<file path="src/rtl/hazard_stall_controller.sv">
// Stall/bubble/flush sequencer for a 5-stage MIPS pipeline: load-use bubbles,
// taken-branch IF/ID flush, data-memory wait hold, stall counter and timeout flag.
module hazard_stall_controller #(
  parameter int LOAD_USE_STALLS = 1,
  parameter int MEM_TIMEOUT     = 64,
  parameter int CNT_W           = 16
) (
  input  logic             clk,
  input  logic             rst_n,
  input  logic             ID_EX_mem_read,
  input  logic [4:0]       ID_EX_rt,
  input  logic [4:0]       IF_ID_rs,
  input  logic [4:0]       IF_ID_rt,
  input  logic             IF_ID_uses_rt,
  input  logic             branch_taken,
  input  logic             mem_req,
  input  logic             mem_ready,
  output logic             pc_write,
  output logic             IF_ID_write,
  output logic             ctrl_sel,
  output logic             IF_ID_flush,
  output logic             pipe_hold,
  output logic [CNT_W-1:0] stall_count,
  output logic             mem_timeout
);

  typedef enum logic {RUN, LU_STALL} state_t;

  localparam int                WAIT_W    = $clog2(MEM_TIMEOUT + 1);
  localparam logic [WAIT_W-1:0] WAIT_MAX  = WAIT_W'(MEM_TIMEOUT);
  localparam logic [WAIT_W-1:0] WAIT_ONE  = WAIT_W'(1);
  localparam logic [3:0]        LU_RELOAD = 4'(LOAD_USE_STALLS - 1);
  localparam logic [CNT_W-1:0]  CNT_ONE   = CNT_W'(1);

  state_t            state_q, state_d;
  logic [3:0]        cnt_q, cnt_d;
  logic [WAIT_W-1:0] wait_cnt_q, wait_cnt_d;
  logic [CNT_W-1:0]  stall_count_q, stall_count_d;
  logic              mem_timeout_q, mem_timeout_d;

  logic lu, memwait;
  logic pcw, ifw, csel, flush, hold;

  always_comb begin
    lu = ID_EX_mem_read && (ID_EX_rt != 5'd0) &&
         ((ID_EX_rt == IF_ID_rs) || (IF_ID_uses_rt && (ID_EX_rt == IF_ID_rt)));
    memwait = mem_req && !mem_ready;

    state_d       = state_q;
    cnt_d         = cnt_q;
    wait_cnt_d    = '0;
    mem_timeout_d = mem_timeout_q;
    pcw   = 1'b1;
    ifw   = 1'b1;
    csel  = 1'b1;
    flush = 1'b0;
    hold  = 1'b0;

    if (memwait) begin
      // Whole pipe frozen: bubble sequencing resumes untouched afterwards.
      hold = 1'b1;
      pcw  = 1'b0;
      ifw  = 1'b0;
      wait_cnt_d = (wait_cnt_q == WAIT_MAX) ? wait_cnt_q : wait_cnt_q + WAIT_ONE;
      if (wait_cnt_d == WAIT_MAX) mem_timeout_d = 1'b1;
    end else if (state_q == LU_STALL) begin
      pcw  = 1'b0;
      ifw  = 1'b0;
      csel = 1'b0;
      cnt_d = cnt_q - 4'd1;
      if (cnt_q == 4'd1) state_d = RUN;
    end else if (lu) begin
      pcw  = 1'b0;
      ifw  = 1'b0;
      csel = 1'b0;
      if (LOAD_USE_STALLS > 1) begin
        state_d = LU_STALL;
        cnt_d   = LU_RELOAD;
      end
    end else if (branch_taken) begin
      flush = 1'b1;
    end

    stall_count_d = (!pcw && (stall_count_q != '1)) ? stall_count_q + CNT_ONE
                                                    : stall_count_q;
  end

  always_ff @(posedge clk or negedge rst_n) begin
    if (!rst_n) begin
      state_q       <= RUN;
      cnt_q         <= '0;
      wait_cnt_q    <= '0;
      stall_count_q <= '0;
      mem_timeout_q <= 1'b0;
    end else begin
      state_q       <= state_d;
      cnt_q         <= cnt_d;
      wait_cnt_q    <= wait_cnt_d;
      stall_count_q <= stall_count_d;
      mem_timeout_q <= mem_timeout_d;
    end
  end

  // Control outputs are forced low while reset is held.
  assign pc_write    = rst_n & pcw;
  assign IF_ID_write = rst_n & ifw;
  assign ctrl_sel    = rst_n & csel;
  assign IF_ID_flush = rst_n & flush;
  assign pipe_hold   = rst_n & hold;
  assign stall_count = stall_count_q;
  assign mem_timeout = mem_timeout_q;

endmodule

</file>
<file path="config.mk">
export PLATFORM = sky130hd
export DESIGN_NAME = hazard_stall_controller
export DESIGN_NICKNAME = d
export VERILOG_FILES = /design/src/rtl/hazard_stall_controller.sv
export SDC_FILE = /design/constraint.sdc
export NUM_CORES = 1
export LEC_CHECK = 0
export ABC_CLOCK_PERIOD_IN_PS = 3800
export CAP_MARGIN = 10
export CORE_ASPECT_RATIO = 1.25
export CORE_UTILIZATION = 48
export CTS_CLUSTER_DIAMETER = 100
export DETAILED_ROUTE_END_ITERATION = 8
export GPL_TIMING_DRIVEN = 0
export PLACE_DENSITY = 0.79
export RECOVER_POWER = 25
export SETUP_SLACK_MARGIN = 0.05
export SYNTH_ARGS = -nofsm -noshare
export SYNTH_HDL_FRONTEND = slang
export SYNTH_SLANG_ARGS = --single-unit
</file>
<file path="constraint.sdc">
create_clock -name clk -period 3.8 [get_ports clk]
set_input_delay 1.14 -clock clk [delete_from_list [all_inputs] [get_ports clk]]
set_output_delay 1.14 -clock clk [all_outputs]
set_load 0.01 [all_outputs]
</file>
Yosys cells after proc, flatten, opt, wreduce, memory -nomap -nowiden
Index checks and enable logic that the tools add are counted.

$add $sub $neg: 3. Eq/ne operators: 6. Multiplexer cells: 13. Bitwise operators: 5. Reduce and logical (&&, ||, !) cells: 11.

Operator list (count): $add 16x1->16 const B (1); $ne 16x16->1 const B (1); $eq 7x7->1 const B (2); $mux 7 (2); $mux 1 (11); $eq 5x5->1 (2); $add 7x1->7 const B (1); $logic_and 1x1->1 (5); $reduce_bool 5->1 (1); $and 1x1->1 (4); $eq 4x1->1 const B (1); $reduce_and 2->1 (2); $sub 4x1->4 const B (1); $logic_not 1->1 (2); $logic_or 1x1->1 (1); $not 1->1 (1).

Flip-flop bits (word level): 29. Input port bits: 22. Output and inout bits: 22. Word-level logic and storage cells: 43.

Depth between registers and ports, before layout
Word-level depth: 9. Depth in mapped cells: 7. Gate-level depth less buffers: 6.

Worst setup path before layout
No wires, ideal clock.

Kind: input-to-output. Start point: in ID_EX_rt[1]. End point: out IF_ID_flush. Data arrival time: 2.701 ns. Data required time: 2.660 ns. Setup slack: -0.041 ns. Stages on the path: 6. Path buffers: 1. Cells stage by stage: or4_1 > o21ai_0 > o211ai_2 > buf_2 > nor2_1 > and2_1.

Word-level cells in the longest chain between the ends: 8. Elaborated cells on any way between the ends: 11. Those cells by class: 2 x eq/ne; 3 x mux; 1 x bitwise; 5 x reduce/logical.

RTL lines: start: declaration (RTL line 11) `input logic [4:0] ID_EX_rt,`; $eq 5x5->1 (RTL line 46) `((ID_EX_rt == IF_ID_rs) || (IF_ID_uses_rt && (ID_EX_rt == IF_ID_rt)));`; $logic_and 1x1->1 (RTL line 46); $logic_or 1x1->1 (RTL line 46); $logic_and 1x1->1 (*) (RTL line 45) `lu = ID_EX_mem_read && (ID_EX_rt != 5'd0) &&`; $mux 1 (*) (RTL line 72) `end else if (lu) begin`; $mux 1 (*) (RTL line 66) `end else if (state_q == LU_STALL) begin`; $mux 1 (*) (RTL line 59) `if (memwait) begin`; $and 1x1->1 (*) (RTL line 108) `assign IF_ID_flush = rst_n & flush;`; end: declaration (RTL line 21) `output logic IF_ID_flush,`.

Every way passes the cells marked *; elsewhere a longest branch is shown, timed or not.

Worst setup path after layout
Start point: in ID_EX_rt[2]. End point: out IF_ID_flush.

Same word-level chain as after synthesis.

==> impl_metrics.tcl <==
set metrics [dict create \
    maxCapViolCount 0 \
    final_nets 258 \
    vias_per_cell 5.68 \
    die-area_um2 3710 \
    clock_latency_ns 0.28 \
    drive_above_1_share 0.194 \
    p_comb_frac 0.372 \
    grt_pass1_wl_um 6580 \
    via_count 1529 \
    slew_violations 0 \
    ir_worst_vdd_v 0.000341 \
    synth_cells 175 \
    antenna-diode-count 0 \
    syn-num-nets 202 \
    synth_compound_area_frac 0.0767 \
    grt_usage 0.253 \
    drt_wl_total_um 4250 \
    fin_ws_ns 0.0454 \
    clock_sinks 29 \
    clock_skew_ns 0.0104 \
    timing.rr.start "stall_count[0]" \
    seqPwrFrac 0.412 \
    whs_endpoint "cnt_q[3]" \
    area_growth_pct 39.3 \
    grt_pass1_vias 1499 \
    dp_hpwl_um 3080 \
    rsz0062_at_grt "true" \
    switchingPower_mw 0.395 \
    worstPathRequired_ns 2.66 \
    layout_commonest_cell "dfrtp_1" \
    powerDensity_nw_per_um2 483 \
    htreeDepth 2 \
    synth_top_family_by_area "simple AND/OR/NAND/NOR gates" \
    hold_path_depth 1 \
    final_cell_mix "29 x dfrtp_1, 23 x clkdlybuf4s50_1, 18 x xnor2_1" \
    crit_path_top_delay_cell "or4_4" \
    cts_buffer_depth 2 \
    holdBufCountCts 0 \
    p_int_mw 0.726 \
    rrSetupSlack_ns 1.79 \
    hold_violations 0 \
    synth-seq-cells 29 \
    cp_cell_sequence "buf_2, or4_4, o21ai_4, o211ai_2, buf_6, nor2_4, and2_4, buf_6" \
    portBuffers 43 \
    outcome "complete, no violations" \
    synth-simple-area-share 0.223 \
    cp-start-kind "input pin" \
    synthesis.area_um2 1660 \
    cts_tree "built" \
    synth-xor-area-share 0.153 \
    detail-route-antenna-nets 0 \
    top_layer_used "met4" \
    reg2regPathDepth 6 \
    min_period_over_period 0.988 \
    critical_path_class "input pin to output port" \
    dr_wl_met3_um 302 \
    power_leakage_nw 1.01 \
    synth_warnings 0 \
    ys_seq_area_frac 0.436 \
    crit_path_frequent_cell "buf_6" \
    clk_pin_slew_worst_paths_ns 0.07 \
    gp_congestion 0.866 \
    cts_made_buffers 5 \
    hold_path_class "flip-flop to flip-flop" \
    slew_headroom 0.561 \
    synthMuxAreaShare 0.0331 \
    rows 23 \
    pin_count 44 \
    path_buf_inv 3 \
    r2r_end "stall_count[1]" \
    hp-start "cnt_q[3]" \
    pwr-share-clk 0.216 \
    crit_path_end_kind "output port" \
    cpLargestDelayFamily "simple AND/OR/NAND/NOR gates" \
    die_w_um 54.7 \
    start_util 0.512 \
    nFillCells 238 \
    die_h_um 67.8 \
    grt_max_degree 22 \
    tightest_slew_ns 0.651 \
    dr.pass1.iters 4 \
    clock.fmax_mhz 266 \
    wl_met2_um 2380 \
    pre_cts_ws_ns -1.07 \
    postLayoutCellArea_um2 2320 \
    period_minus_slack_ns 3.75 \
    placed_area_um2 2170 \
    drt_iter0_markers 34 \
    synth_fa_ha_area_frac 0.0376 \
    wl_per_cell_um 15.8 \
    cts_root_buf "clkbuf_8" \
    synthDistinctLibCells 31 \
    p_sw_frac 0.352 \
    setup_viol 0 \
    avgSynthCellArea_um2 9.51 \
    drc 0 \
    globalRouteOverflowTotal 0 \
    antenna_found_initial 0 \
    slowest_delay_ns 0.53 \
    met1_length_um 1510 \
    core_area_um2 3250 \
    cp_max_fo 3 \
    arrival_ns 2.61 \
]
==> cell usage after synthesis, drive strengths merged <==
cell type / number / area (um2)
a31o: 1 / 8.76
nor2b: 1 / 6.26
dfrtp: 29 / 726
clkbuf: 7 / 26.3
xnor2: 18 / 158
a31oi: 2 / 12.5
nor2: 11 / 41.3
and2: 4 / 25.0
nand3: 14 / 70.1
or4b: 1 / 10.0
nor3: 6 / 30.0
a21oi: 6 / 30.0
inv: 8 / 30.0
mux2i: 1 / 10.0
nand2b: 2 / 12.5
ha: 5 / 62.6
and4: 2 / 17.5
mux2: 4 / 45.0
xor2: 11 / 96.3
buf: 2 / 12.5
nand2: 10 / 37.5
o21ai: 6 / 30.0
or4: 1 / 7.51
and3: 7 / 43.8
nand4: 9 / 56.3
o41ai: 2 / 17.5
nor4: 2 / 12.5
o211ai: 2 / 20.0
a32oi: 1 / 8.76
==> layout make-up <==
| cell class | count | area [um2] | share of cell area |
|---|---|---|---|
| Tap cell | 37 | 46.3 | 0.0200 |
| Clock buffer | 6 | 72.6 | 0.0313 |
| Timing Repair Buffer | 50 | 459 | 0.198 |
| Sequential cell | 29 | 726 | 0.313 |
| Inverter | 8 | 30.0 | 0.0130 |
| Buffer | 8 | 45.0 | 0.0194 |
| Clock inverter | 2 | 10.0 | 0.00432 |
| Multi-Input combinational cell | 129 | 930 | 0.401 |
==> power by group through the flow <==
stage | Combinational (mW) | Clock, mW | Sequential, mW
2_1_floorplan | 0.190 | 0 | 0.464
3_3_place_gp | 0.365 | 0 | 0.459
6_report | 0.417 | 0.242 | 0.462
3_5_place_dp | 0.386 | 0 | 0.466
5_1_grt | 0.458 | 0.259 | 0.475
4_1_cts | 0.405 | 0.247 | 0.461
==> worst max-delay path by stage <==
stage	startpoint	to	slack (ns)	depth (start not counted)
floorplan	ID_EX_rt[1]	IF_ID_flush	0.12	6
global placement	rst_n	IF_ID_flush	-1.02	5
detailed placement	ID_EX_rt[1]	IF_ID_flush	-1.07	8
CTS	ID_EX_rt[2]	IF_ID_flush	0.05	8
global route	ID_EX_rt[4]	IF_ID_flush	-0.02	9
finish	ID_EX_rt[2]	IF_ID_flush	0.05	8
==> registers in the layout (all words and copies together) (netlist names) <==
register / cells
wait_cnt_q: 7
state_q: 1
cnt_q: 4
mem_timeout: 1
stall_count: 16
==> worst register-to-register path, stage by stage, from the launching register on <==
cell	delay, ns
dfrtp_1	0.41
ha_1	0.21
and3_1	0.16
clkbuf_1	0.27
nand4_1	0.29
nand2_1	0.20
mux2_2	0.35
==> layer usage <==
layer | track usage | vias to the layer above
met5 | 0 | -
met4 | 0.0737 | 0
met3 | 0.0644 | 8
met2 | 0.495 | 57
met1 | 0.246 | 746
li1 | - | 718
==> metrics by stage <==
step	hold slack [ns]	std cells	setup TNS, ns	utilization	total power, mW
finish	0.479	269	0	0.713	1.12
floorplan	0.443	175	0	-	0.654
detailed placement	0.467	256	-4.14	0.668	0.852
global placement	0.471	255	-4.69	0.659	0.823
global route	0.505	269	-0.0180	0.713	1.19
CTS	0.480	267	0	0.701	1.11
==> logic make-up (layout without fill, tap and decap cells) <==
logic type,after synthesis,count (layout)
buf+inv,17,74
compound gates,20,20
simple gates,70,70
flops,29,29
mux,5,5
fa+ha+maj,5,5
xor+xnor,29,29
==> timing repair <==
item,4_1_cts,5_1_grt
pin swaps,12,7
cloned,0,0
buffers inserted,4,2
resized for setup,66,10
setup endpoints to repair,5,3
Power figures use the tool's default switching activity.
